## src/rtl/pic_cmd_sequencer.sv

```systemverilog
// pic_cmd_sequencer
//   Bus-side command sequencer for the PIC. Samples the CPU write/read strobes
//   on the system clock, tracks the ICW1 -> ICW2 -> (ICW3) -> (ICW4)
//   initialization sequence and classifies OCW1/2/3 writes afterwards. Each
//   committed write becomes a one-cycle command-word event for the control
//   logic.
//
// Ports:
//   clk        in   system clock, all state updates on the rising edge
//   rst_n      in   synchronous active-low reset
//   cs_n       in   chip select, active low
//   wr_n       in   write strobe, active low; a command commits on its rise
//   rd_n       in   read strobe, active low
//   a0         in   address bit A0
//   din[7:0]   in   CPU data bus
//   flag_out   out  command-word index 0..6 (ICW1..ICW4, OCW1..OCW3), else FLAG_IDLE
//   cw_data    out  data byte belonging to flag_out (holds after the event)
//   read_sel   out  read source: 3'b011 IMR, 3'b001 IRR, 3'b101 ISR, 3'b000 none
//   init_done  out  high once the ICW sequence is complete
//   seq_err    out  one-cycle pulse on an illegal write
module pic_cmd_sequencer #(
   parameter logic [2:0] FLAG_IDLE  = 3'b111,
   parameter logic [2:0] RD_DEFAULT = 3'b001
) (
   input  logic       clk,
   input  logic       rst_n,
   input  logic       cs_n,
   input  logic       wr_n,
   input  logic       rd_n,
   input  logic       a0,
   input  logic [7:0] din,
   output logic [2:0] flag_out,
   output logic [7:0] cw_data,
   output logic [2:0] read_sel,
   output logic       init_done,
   output logic       seq_err
);

   typedef enum logic [2:0] {
      ST_UNINIT = 3'd0,
      ST_W_ICW2 = 3'd1,
      ST_W_ICW3 = 3'd2,
      ST_W_ICW4 = 3'd3,
      ST_READY  = 3'd4
   } state_t;

   state_t      state_q, state_d;
   logic        sngl_q, sngl_d;
   logic        ic4_q, ic4_d;
   logic [2:0]  rd_src_q, rd_src_d;
   logic [2:0]  flag_q, flag_d;
   logic [7:0]  cw_data_q, cw_data_d;
   logic        init_done_q, init_done_d;
   logic        seq_err_q, seq_err_d;

   // Strobe sampling registers (previous wr_n/cs_n, address/data of last low-strobe cycle)
   logic        wr_dly_q;
   logic        cs_dly_q;
   logic        a0_dly_q;
   logic [7:0]  din_dly_q;

   logic        wr_event_s;
   logic        is_icw1_s;

   // A write commits on the first high cycle after a selected low strobe.
   assign wr_event_s = wr_n & ~wr_dly_q & ~cs_dly_q;
   // ICW1 is recognised in every state and restarts the sequence.
   assign is_icw1_s  = ~a0_dly_q & din_dly_q[4];

   // Strobe and bus sampling
   always_ff @(posedge clk) begin
      if (!rst_n) begin
         wr_dly_q  <= 1'b1;
         cs_dly_q  <= 1'b1;
         a0_dly_q  <= 1'b0;
         din_dly_q <= 8'h00;
      end else begin
         wr_dly_q <= wr_n;
         cs_dly_q <= cs_n;
         if (!wr_n && !cs_n) begin
            a0_dly_q  <= a0;
            din_dly_q <= din;
         end else begin
            a0_dly_q  <= a0_dly_q;
            din_dly_q <= din_dly_q;
         end
      end
   end

   // Sequencer state and registered outputs
   always_ff @(posedge clk) begin
      if (!rst_n) begin
         state_q     <= ST_UNINIT;
         sngl_q      <= 1'b1;
         ic4_q       <= 1'b0;
         rd_src_q    <= RD_DEFAULT;
         flag_q      <= FLAG_IDLE;
         cw_data_q   <= 8'h00;
         init_done_q <= 1'b0;
         seq_err_q   <= 1'b0;
      end else begin
         state_q     <= state_d;
         sngl_q      <= sngl_d;
         ic4_q       <= ic4_d;
         rd_src_q    <= rd_src_d;
         flag_q      <= flag_d;
         cw_data_q   <= cw_data_d;
         init_done_q <= init_done_d;
         seq_err_q   <= seq_err_d;
      end
   end

   // Next-state decode of a committed write
   always_comb begin
      state_d   = state_q;
      sngl_d    = sngl_q;
      ic4_d     = ic4_q;
      rd_src_d  = rd_src_q;
      flag_d    = FLAG_IDLE;
      cw_data_d = cw_data_q;
      seq_err_d = 1'b0;

      if (wr_event_s) begin
         if (is_icw1_s) begin
            flag_d    = 3'd0;
            cw_data_d = din_dly_q;
            sngl_d    = din_dly_q[1];
            ic4_d     = din_dly_q[0];
            rd_src_d  = RD_DEFAULT;
            state_d   = ST_W_ICW2;
         end else begin
            case (state_q)
               ST_UNINIT: begin
                  seq_err_d = 1'b1;
               end
               ST_W_ICW2: begin
                  if (a0_dly_q) begin
                     flag_d    = 3'd1;
                     cw_data_d = din_dly_q;
                     if (!sngl_q) begin
                        state_d = ST_W_ICW3;
                     end else if (ic4_q) begin
                        state_d = ST_W_ICW4;
                     end else begin
                        state_d = ST_READY;
                     end
                  end else begin
                     seq_err_d = 1'b1;
                  end
               end
               ST_W_ICW3: begin
                  if (a0_dly_q) begin
                     flag_d    = 3'd2;
                     cw_data_d = din_dly_q;
                     state_d   = ic4_q ? ST_W_ICW4 : ST_READY;
                  end else begin
                     seq_err_d = 1'b1;
                  end
               end
               ST_W_ICW4: begin
                  if (a0_dly_q) begin
                     flag_d    = 3'd3;
                     cw_data_d = din_dly_q;
                     state_d   = ST_READY;
                  end else begin
                     seq_err_d = 1'b1;
                  end
               end
               ST_READY: begin
                  cw_data_d = din_dly_q;
                  if (a0_dly_q) begin
                     flag_d = 3'd4;
                  end else if (!din_dly_q[3]) begin
                     flag_d = 3'd5;
                  end else begin
                     flag_d = 3'd6;
                     // OCW3 read-register command only acts when RR is set.
                     if (din_dly_q[1]) begin
                        rd_src_d = din_dly_q[0] ? 3'b101 : 3'b001;
                     end else begin
                        rd_src_d = rd_src_q;
                     end
                  end
               end
               default: begin
                  state_d = ST_UNINIT;
               end
            endcase
         end
      end else begin
         state_d = state_q;
      end

      init_done_d = (state_d == ST_READY);
   end

   // Read source select; a read colliding with a write event is suppressed.
   always_comb begin
      read_sel = 3'b000;
      if (!cs_n && !rd_n && init_done_q && !wr_event_s) begin
         read_sel = a0 ? 3'b011 : rd_src_q;
      end else begin
         read_sel = 3'b000;
      end
   end

   assign flag_out  = flag_q;
   assign cw_data   = cw_data_q;
   assign init_done = init_done_q;
   assign seq_err   = seq_err_q;

endmodule

```

## config.mk

```make
export PLATFORM = sky130hd
export DESIGN_NAME = pic_cmd_sequencer
export DESIGN_NICKNAME = d
export VERILOG_FILES = /design/src/rtl/pic_cmd_sequencer.sv
export SDC_FILE = /design/constraint.sdc
export NUM_CORES = 1
export LEC_CHECK = 0
export ABC_AREA = 0
export BUFFER_PORTS_ARGS = -buffer_cell sky130_fd_sc_hd__buf_2
export CELL_PAD_IN_SITES_DETAIL_PLACEMENT = 1
export CELL_PAD_IN_SITES_GLOBAL_PLACEMENT = 1
export CORE_MARGIN = 2
export CORE_UTILIZATION = 42
export DETAILED_ROUTE_END_ITERATION = 7
export PLACE_DENSITY = 0.87
export SYNTH_ARGS = -nofsm -noshare
export SYNTH_HDL_FRONTEND = slang
export SYNTH_SLANG_ARGS = --single-unit
```

## constraint.sdc

```tcl
create_clock -name clk -period 3.9 [get_ports clk]
set_clock_uncertainty 0.05 [all_clocks]
set_input_delay 0.78 -clock clk [delete_from_list [all_inputs] [get_ports clk]]
set_output_delay 0.78 -clock clk [all_outputs]
set_load 0.01 [all_outputs]
```

== After elaboration in Yosys (flattened, before gate mapping) ==
Index checks and enable logic that the tools add are counted.

* Bits in registers: 32
* Input bits: 14
* Output and inout bits: 16
* Word-level logic and storage cells: 75

* Equality and inequality tests: 7
* Muxes and demuxes: 28
* Bitwise operators: 8
* Reductions and logical operators: 20

{| class="wikitable"
|+ Operator list
! cell !! number
|-
| $mux 3 || 19
|-
| $pmux 3 s4 || 2
|-
| $mux 8 || 2
|-
| $pmux 8 s2 || 1
|-
| $eq 3x2->1 const B || 2
|-
| $eq 3x3->1 const B || 2
|-
| $reduce_bool 2->1 || 3
|-
| $reduce_or 3->1 || 2
|-
| $not 1->1 || 5
|-
| $reduce_and 5->1 || 1
|-
| $logic_and 1x1->1 || 4
|-
| $logic_not 1->1 || 4
|-
| $mux 2 || 2
|-
| $reduce_and 2->1 || 2
|-
| $and 1x1->1 || 3
|-
| $eq 3x1->1 const B || 1
|-
| $logic_not 3->1 || 1
|-
| $ne 3x1->1 const B || 1
|-
| $reduce_and 3->1 || 1
|-
| $reduce_bool 3->1 || 1
|-
| $ne 2x1->1 const B || 1
|-
| $pmux 1 s2 || 1
|-
| $reduce_or 2->1 || 1
|-
| $mux 1 || 1
|}

== Logic depth before layout (Yosys ltp) ==
Gate-level depths: netlist of run 1.

* Depth after elaboration: 7
* Gate-level depth with buffers: 5

== Worst setup path after synthesis of run 1 ==
No wires, ideal clock.

* Path type: input port to output port
* Start: in wr_n
* End: out read_sel[2]
* Arrival: 1.751 ns
* Data required time: 3.070 ns
* Setup slack: 1.319 ns
* Cell stages on the path: 3
* Cells stage by stage: nor3b_1 nor4b_1 and3b_1

* Cells in the longest elaborated chain, start to end: 5

{| class="wikitable"
|+ Ends and longest elaborated chain
! item !! RTL line !! RTL
|-
| start: declaration || 28 || <nowiki>input logic wr_n,</nowiki>
|-
| $and 1x1->1 (2 in series) || 66 || <nowiki>assign wr_event_s = wr_n & ~wr_dly_q & ~cs_dly_q;</nowiki>
|-
| $logic_not 1->1 || 200 || <nowiki>if (!cs_n && !rd_n && init_done_q && !wr_event_s) begin</nowiki>
|-
| $logic_and 1x1->1 || 200 ||
|-
| $mux 3 || 200 ||
|-
| end: declaration || 34 || <nowiki>output logic [2:0] read_sel,</nowiki>
|}

No other way between the ends.

== Worst setup path in the final report of run 1 ==
Same ends and word-level chain as after synthesis.

==> results of run 1 <==
[flip-flops by register name (all words and copies together), names as in the netlist]
signal and flops:
flag_out 3, ic4_q 1, cw_data 8, sngl_q 1, a0_dly_q 1, init_done 1, wr_dly_q 1, state_q 3
seq_err 1, din_dly_q 8, cs_dly_q 1, rd_src_q 1
[cells by family after synthesis]
logic type	count (synthesis)	share of synthesized area [%]
xor gates and xnor gates	2	1.25
buffers and inverters	13	3.94
and+or+nand+nor	68	26.4
AOI/OAI and AO/OA	42	20.5
muxes	7	5.01
DFF	30	42.9
[layer usage]
layer	routed length [um]	share of wire (%)	track usage (%)
met5	0	0	0
met4	56	1.6	7.60
met3	153	4.4	6.21
met2	1740	50	34.3
met1	1560	44	29.4
[report_power, final]
group	internal [W]	switching [W]	leakage, nW
clock network	0.000217	0.000108	0.0585
logic	0.0000148	0.0000222	0.303
registers	0.000312	0.00000662	0.244
total	0.000544	0.000137	0.605
[metrics by stage]
step	instances	setup slack [ns]	total power, W
6_report	231	1.09	0.000681
5_1_grt	231	0.933	0.000706
4_1_cts	231	1.10	0.000687
3_5_place_dp	223	1.09	0.000362
3_3_place_gp	223	1.18	0.000359
2_1_floorplan	162	1.32	0.000348
[synthesized netlist by cell type (all sizes together)]
master  count  share of area (%)
nor3b       2                1.1
nand4b      3                1.9
nand3       4                1.4
nor4b       2                1.7
clkbuf      8                2.1
nand2      30                8.1
or4bb       1               0.80
nor2        4                1.1
a21oi       4                1.4
a21o        2                1.1
xnor2       2                1.3
a32oi       1               0.63
a21boi     10                5.4
a31o        1               0.63
buf         5                1.8
o41ai       2                1.3
a41oi       1               0.63
nand2b      6                2.7
o311ai      1               0.63
a22o        1               0.63
or3b        2                1.3
mux2i       7                5.0
nor3        2               0.72
and2        3                1.3
and3b       1               0.63
nor2b       3                1.3
o21ai      16                5.7
dfxtp      30                 43
a31oi       2                2.0
nand3b      2                1.1
nand4       3                1.3
a211oi      1               0.54
[final timing paths]
path	from	end	slack [ns]	cells after the start
setup / recovery	wr_n	read_sel[2]	1.09	6
setup reg to reg	a0_dly_q$_SDFFE_PN0P_	cw_data[3]$_SDFFE_PN0P_	1.95	4
hold / removal	cw_data[5]$_SDFFE_PN0P_	cw_data[5]$_SDFFE_PN0P_	0.41	2
hold reg to reg	cw_data[5]$_SDFFE_PN0P_	cw_data[5]$_SDFFE_PN0P_	0.41	2
[final cells by class]
cell class / count / area share [%]
timing repair buffer: 30 / 9.18
multi-input combinational: 119 / 44.7
clock buffer: 6 / 3.09
clock inverter: 2 / 3.61
sequential: 30 / 36.1
tap: 44 / 3.31
[worst register-to-register path, cell delays in order, from the launching register on]
cell	delay (ns)
dfxtp_1	0.58
nor2b_1	0.33
o21ai_0	0.25
a31oi_4	0.44
mux2i_1	0.24
==> run_summary.xml, run 1 <==
<?xml version="1.0" encoding="UTF-8"?>
<metrics>
  <group name="clock_tree">
    <metric name="ctsResizeCount" unit="">0</metric>
    <metric name="cts_max_level" unit="">2</metric>
    <metric name="clk_latency" unit="ns">0.33</metric>
    <metric name="cts_tree" unit="">built</metric>
    <metric name="cts.sinks" unit="">30</metric>
    <metric name="ctsLongestPathBuffers" unit="">2</metric>
    <metric name="cts_hold_repair.buffers" unit="">0</metric>
    <metric name="postCtsSetupRepairBufs" unit="">0</metric>
    <metric name="clockRootBuffer" unit="">clkbuf_4</metric>
    <metric name="tritoncts.num_buffers" unit="">5</metric>
    <metric name="clkTransAtPathRegs" unit="ns">0.09</metric>
  </group>
  <group name="logic_synthesis">
    <metric name="syn_area_per_cell" unit="um2">8.63</metric>
    <metric name="synth_seq_area_share" unit="%">42.9</metric>
    <metric name="netlist_instances" unit="">162</metric>
    <metric name="ys_ff_latch" unit="">30</metric>
    <metric name="synth_warnings" unit="">0</metric>
    <metric name="synth_nets" unit="">176</metric>
    <metric name="synth.cell_area" unit="um2">1400</metric>
    <metric name="synth.distinct_cells" unit="">35</metric>
  </group>
  <group name="sta">
    <metric name="finalSetupViolCount" unit="">0</metric>
    <metric name="period_needed" unit="ns">2.81</metric>
    <metric name="worstMarginPinSlew" unit="ns">0.575</metric>
    <metric name="worst_case_hold_slack" unit="ns">0.415</metric>
    <metric name="setup-tns-final" unit="ns">0</metric>
    <metric name="timing.fmax" unit="MHz">356</metric>
    <metric name="grt_setup_unrepaired" unit="">no</metric>
    <metric name="hold_violations" unit="">0</metric>
    <metric name="final_period_util" unit="%">72.1</metric>
    <metric name="timing.slew.headroom" unit="%">61.7</metric>
    <metric name="drv_slew" unit="">0</metric>
  </group>
  <group name="place">
    <metric name="numPortBuffers" unit="">29</metric>
    <metric name="dp_hpwl" unit="mm">2.50</metric>
    <metric name="gp_routability_congestion" unit="">0.753</metric>
    <metric name="dpl-instance-area" unit="um2">1550</metric>
  </group>
  <group name="setup_path">
    <metric name="worst_setup_path_start_kind" unit="">primary input</metric>
    <metric name="criticalPathCategory" unit="">primary input to primary output</metric>
    <metric name="timing.critical_path.max_delay_family" unit="">simple AND/OR/NAND/NOR gates</metric>
    <metric name="crit_path_cell_trace" unit="">buf_2 -&gt; nor3b_1 -&gt; buf_4 -&gt; nor4b_1 -&gt; and3b_1 -&gt; buf_2</metric>
    <metric name="critical-path-slowest-cell" unit="">nor4b_1</metric>
    <metric name="crit_path_max_incr_delay" unit="ns">0.36</metric>
    <metric name="worst_path_most_repeated_cell" unit="">buf_2</metric>
    <metric name="worstPathArrival" unit="ns">1.98</metric>
    <metric name="cp_num_buf_inv" unit="">3</metric>
    <metric name="critPathCaptureType" unit="">primary output</metric>
    <metric name="critPathMaxFanout" unit="">13</metric>
    <metric name="worst_ep_required_time" unit="ns">3.07</metric>
  </group>
  <group name="cells_and_area">
    <metric name="area_of_combinational_cells_with_multiple_inputs" unit="um2">743</metric>
    <metric name="num_antenna_cells" unit="">0</metric>
    <metric name="top_library_cells_by_usage_in_the_layout_fill_and_taps_aside" unit="">30 x nand2_1, 30 x dfxtp_1, 29 x buf_2</metric>
    <metric name="sequential_cell_area" unit="um2">601</metric>
    <metric name="layout-drive-gt1-share" unit="%">22.5</metric>
    <metric name="fill_cells" unit="">415</metric>
    <metric name="design_area" unit="um2">1660</metric>
    <metric name="final_util" unit="%">53.6</metric>
    <metric name="area_growth_syn_to_layout" unit="%">18.9</metric>
    <metric name="num-nets-final" unit="">200</metric>
  </group>
  <group name="run_status">
    <metric name="run_status" unit="">completed</metric>
  </group>
  <group name="global_routing">
    <metric name="total_gr_overflow" unit="">0</metric>
    <metric name="grt_usage" unit="%">22.0</metric>
    <metric name="number_of_global_route_vias_before_repair" unit="">1221</metric>
    <metric name="grt_first_pass_wirelength" unit="mm">6.01</metric>
    <metric name="largest_net_degree_at_the_start_of_global_routing" unit="">38</metric>
    <metric name="grt_antenna_before_repair" unit="">0</metric>
  </group>
  <group name="flow_run">
    <metric name="timing.max_cap.violations" unit="">0</metric>
  </group>
  <group name="detailed_routing">
    <metric name="drtIter0Drc" unit="">62</metric>
    <metric name="postRouteAntennaNets" unit="">0</metric>
    <metric name="num_vias" unit="">1295</metric>
    <metric name="routed_wirelength" unit="mm">3.51</metric>
    <metric name="drt_drc_violations_left" unit="">0</metric>
    <metric name="post_drt_wl_per_cell" unit="um">15.2</metric>
    <metric name="via_per_inst" unit="">5.61</metric>
    <metric name="drtPass1Iterations" unit="">4</metric>
  </group>
  <group name="min_path">
    <metric name="worst_hold_class" unit="">register to register</metric>
  </group>
  <group name="die">
    <metric name="die_ht" unit="um">61.7</metric>
    <metric name="ioPinCount" unit="">30</metric>
    <metric name="die_width" unit="um">61.7</metric>
    <metric name="core_outline_area" unit="um2">3100</metric>
    <metric name="die_area" unit="um2">3810</metric>
    <metric name="placement_rows" unit="">20</metric>
    <metric name="initial_standard_cell_utilization_of_the_core" unit="%">45.1</metric>
  </group>
  <group name="pwr">
    <metric name="power_density" unit="nW/um2">409</metric>
    <metric name="peakVddDrop" unit="V">0.000302</metric>
    <metric name="cellLeakagePower" unit="nW">0.605</metric>
  </group>
</metrics>
Note: power is estimated with default switching activity, not from simulation.
==> run 2, diff against run 1 <==
--- a/config.mk
+++ b/config.mk
@@ -10,9 +10,9 @@
 export CELL_PAD_IN_SITES_DETAIL_PLACEMENT = 1
 export CELL_PAD_IN_SITES_GLOBAL_PLACEMENT = 1
 export CORE_MARGIN = 2
-export CORE_UTILIZATION = 42
+export CORE_UTILIZATION = 39
 export DETAILED_ROUTE_END_ITERATION = 7
-export PLACE_DENSITY = 0.87
+export PLACE_DENSITY = 0.82
 export SYNTH_ARGS = -nofsm -noshare
 export SYNTH_HDL_FRONTEND = slang
 export SYNTH_SLANG_ARGS = --single-unit
==> constraint.sdc (replaced) <==
create_clock -name clk -period 2.8 [get_ports clk]
set_clock_uncertainty 0.05 [all_clocks]
set_input_delay 0.56 -clock clk [delete_from_list [all_inputs] [get_ports clk]]
set_output_delay 0.56 -clock clk [all_outputs]
set_load 0.01 [all_outputs]
==> run_summary.xml, run 2 (same netlist as run 1, synthesis figures left out) <==
<?xml version="1.0" encoding="UTF-8"?>
<metrics>
  <group name="die">
    <metric name="die_width" unit="um">63.9</metric>
    <metric name="die_area" unit="um2">4080</metric>
    <metric name="ioPinCount" unit="">30</metric>
    <metric name="die_ht" unit="um">63.9</metric>
    <metric name="placement_rows" unit="">21</metric>
    <metric name="core_outline_area" unit="um2">3390</metric>
    <metric name="initial_standard_cell_utilization_of_the_core" unit="%">41.3</metric>
  </group>
  <group name="clock_tree">
    <metric name="clk_latency" unit="ns">0.34</metric>
    <metric name="clockRootBuffer" unit="">clkbuf_4</metric>
    <metric name="postCtsSetupRepairBufs" unit="">0</metric>
    <metric name="tritoncts.num_buffers" unit="">5</metric>
    <metric name="ctsResizeCount" unit="">0</metric>
    <metric name="cts_tree" unit="">built</metric>
    <metric name="cts.sinks" unit="">30</metric>
    <metric name="cts_hold_repair.buffers" unit="">0</metric>
    <metric name="clkTransAtPathRegs" unit="ns">0.10</metric>
    <metric name="ctsLongestPathBuffers" unit="">2</metric>
    <metric name="cts_max_level" unit="">2</metric>
  </group>
  <group name="sta">
    <metric name="grt_setup_unrepaired" unit="">no</metric>
    <metric name="final_period_util" unit="%">78.6</metric>
    <metric name="worstMarginPinSlew" unit="ns">0.579</metric>
    <metric name="period_needed" unit="ns">2.20</metric>
    <metric name="timing.fmax" unit="MHz">455</metric>
    <metric name="setup-tns-final" unit="ns">0</metric>
    <metric name="hold_violations" unit="">0</metric>
    <metric name="finalSetupViolCount" unit="">0</metric>
    <metric name="drv_slew" unit="">0</metric>
    <metric name="timing.slew.headroom" unit="%">61.3</metric>
  </group>
  <group name="global_routing">
    <metric name="grt_antenna_before_repair" unit="">0</metric>
    <metric name="number_of_global_route_vias_before_repair" unit="">1216</metric>
    <metric name="total_gr_overflow" unit="">0</metric>
    <metric name="largest_net_degree_at_the_start_of_global_routing" unit="">38</metric>
    <metric name="grt_first_pass_wirelength" unit="mm">5.71</metric>
    <metric name="grt_usage" unit="%">18.1</metric>
  </group>
  <group name="detailed_routing">
    <metric name="postRouteAntennaNets" unit="">0</metric>
    <metric name="post_drt_wl_per_cell" unit="um">14.3</metric>
    <metric name="drtPass1Iterations" unit="">4</metric>
    <metric name="via_per_inst" unit="">5.48</metric>
    <metric name="routed_wirelength" unit="mm">3.33</metric>
    <metric name="drtIter0Drc" unit="">31</metric>
    <metric name="num_vias" unit="">1278</metric>
    <metric name="drt_drc_violations_left" unit="">0</metric>
  </group>
  <group name="place">
    <metric name="placed_cells" unit="">225</metric>
    <metric name="numPortBuffers" unit="">29</metric>
    <metric name="dpl-instance-area" unit="um2">1550</metric>
    <metric name="gp_routability_congestion" unit="">0.755</metric>
    <metric name="dp_hpwl" unit="mm">2.39</metric>
  </group>
  <group name="setup_path">
    <metric name="critical-path-slowest-cell" unit="">nor4b_1</metric>
    <metric name="crit_path_max_incr_delay" unit="ns">0.36</metric>
    <metric name="crit_path_cell_trace" unit="">buf_2 -&gt; nor3b_1 -&gt; nor4b_1 -&gt; and3b_1 -&gt; buf_2</metric>
    <metric name="worst_setup_path_start_kind" unit="">primary input</metric>
    <metric name="critPathCaptureType" unit="">primary output</metric>
    <metric name="critPathMaxFanout" unit="">13</metric>
    <metric name="critical_path.reg2reg.endpoint" unit="">cw_data[0]$_SDFFE_PN0P_</metric>
    <metric name="criticalPathCategory" unit="">primary input to primary output</metric>
    <metric name="worst_path_most_repeated_cell" unit="">buf_2</metric>
    <metric name="r2r.worst_path.cells" unit="">4</metric>
    <metric name="r2r_setup_slack" unit="ns">0.78</metric>
    <metric name="worstPathArrival" unit="ns">1.59</metric>
    <metric name="worstReg2RegStart" unit="">a0_dly_q$_SDFFE_PN0P_</metric>
    <metric name="worst_ep_required_time" unit="ns">2.19</metric>
  </group>
  <group name="min_path">
    <metric name="hold_depth" unit="">3</metric>
    <metric name="timing.hold.worst_endpoint" unit="">din_dly_q[6]$_SDFFE_PN0P_</metric>
    <metric name="worst_hold_class" unit="">primary input to register</metric>
    <metric name="hold_path.startpoint" unit="">din[6]</metric>
  </group>
  <group name="cells_and_area">
    <metric name="area_growth_syn_to_layout" unit="%">15.7</metric>
    <metric name="final_cell_count_no_fill" unit="">233</metric>
    <metric name="fill_cells" unit="">417</metric>
    <metric name="num_antenna_cells" unit="">0</metric>
    <metric name="top_library_cells_by_usage_in_the_layout_fill_and_taps_aside" unit="">30 x nand2_1, 30 x dfxtp_1, 29 x buf_2</metric>
    <metric name="num-nets-final" unit="">200</metric>
    <metric name="layout-drive-gt1-share" unit="%">22.5</metric>
    <metric name="final_util" unit="%">47.7</metric>
    <metric name="design_area" unit="um2">1620</metric>
  </group>
  <group name="run_status">
    <metric name="run_status" unit="">completed</metric>
  </group>
  <group name="pwr">
    <metric name="cellLeakagePower" unit="nW">0.581</metric>
    <metric name="peakVddDrop" unit="V">0.000268</metric>
    <metric name="power_density" unit="nW/um2">476</metric>
  </group>
  <group name="flow_run">
    <metric name="timing.max_cap.violations" unit="">0</metric>
  </group>
</metrics>
run 2: how the worst max path moves through the flow:
| stage | end | slack (ns) | startpoint | cells after the start |
|---|---|---|---|---|
| detailed placement | read_sel[2] | 0.58 | wr_n | 5 |
| global route | read_sel[2] | 0.51 | wr_n | 5 |
| CTS | read_sel[2] | 0.57 | wr_n | 5 |
| global placement | read_sel[2] | 0.67 | wr_n | 5 |
| finish | read_sel[2] | 0.60 | wr_n | 5 |
| floorplan | read_sel[2] | 0.66 | wr_n | 3 |
run 2: layout make-up:
type	instances	area [um2]	area share (%)
well taps	46	57.6	3.56
clock buffers	6	51.3	3.17
flip-flops and latches	30	601	37.1
clock inverters	2	12.5	0.773
multi-input cells	119	743	45.9
repair buffers	30	153	9.44
run 2: routing by layer:
metal / vias to the layer above / wire length [um] / GRT usage, %
li1: 623 / - / -
met1: 626 / 1490 / 20.8
met2: 23 / 1650 / 30.7
met3: 6 / 135 / 5.99
met4: 0 / 58 / 7.34
met5: - / 0 / 0
run 2: critical path: cells and delay by family:
| kind | cells | cell delay, ns |
|---|---|---|
| buffers and inverters | 2 | 0.28 |
| AND/OR/NAND/NOR | 3 | 0.74 |
run 2: report_power, final:
| group | switching, W | internal [W] | total (W) |
|---|---|---|---|
| clock network | 0.000156 | 0.000120 | 0.000276 |
| registers | 0.00000896 | 0.000434 | 0.000443 |
| logic | 0.0000297 | 0.0000206 | 0.0000504 |
run 2: stage by stage:
step	worst slack (ns)	hold WS, ns	power [W]
2_1_floorplan	0.659	0.385	0.000485
3_3_place_gp	0.675	0.392	0.000500
3_5_place_dp	0.578	0.404	0.000504
4_1_cts	0.575	0.408	0.000777
5_1_grt	0.510	0.390	0.000816
6_report	0.600	0.411	0.000770
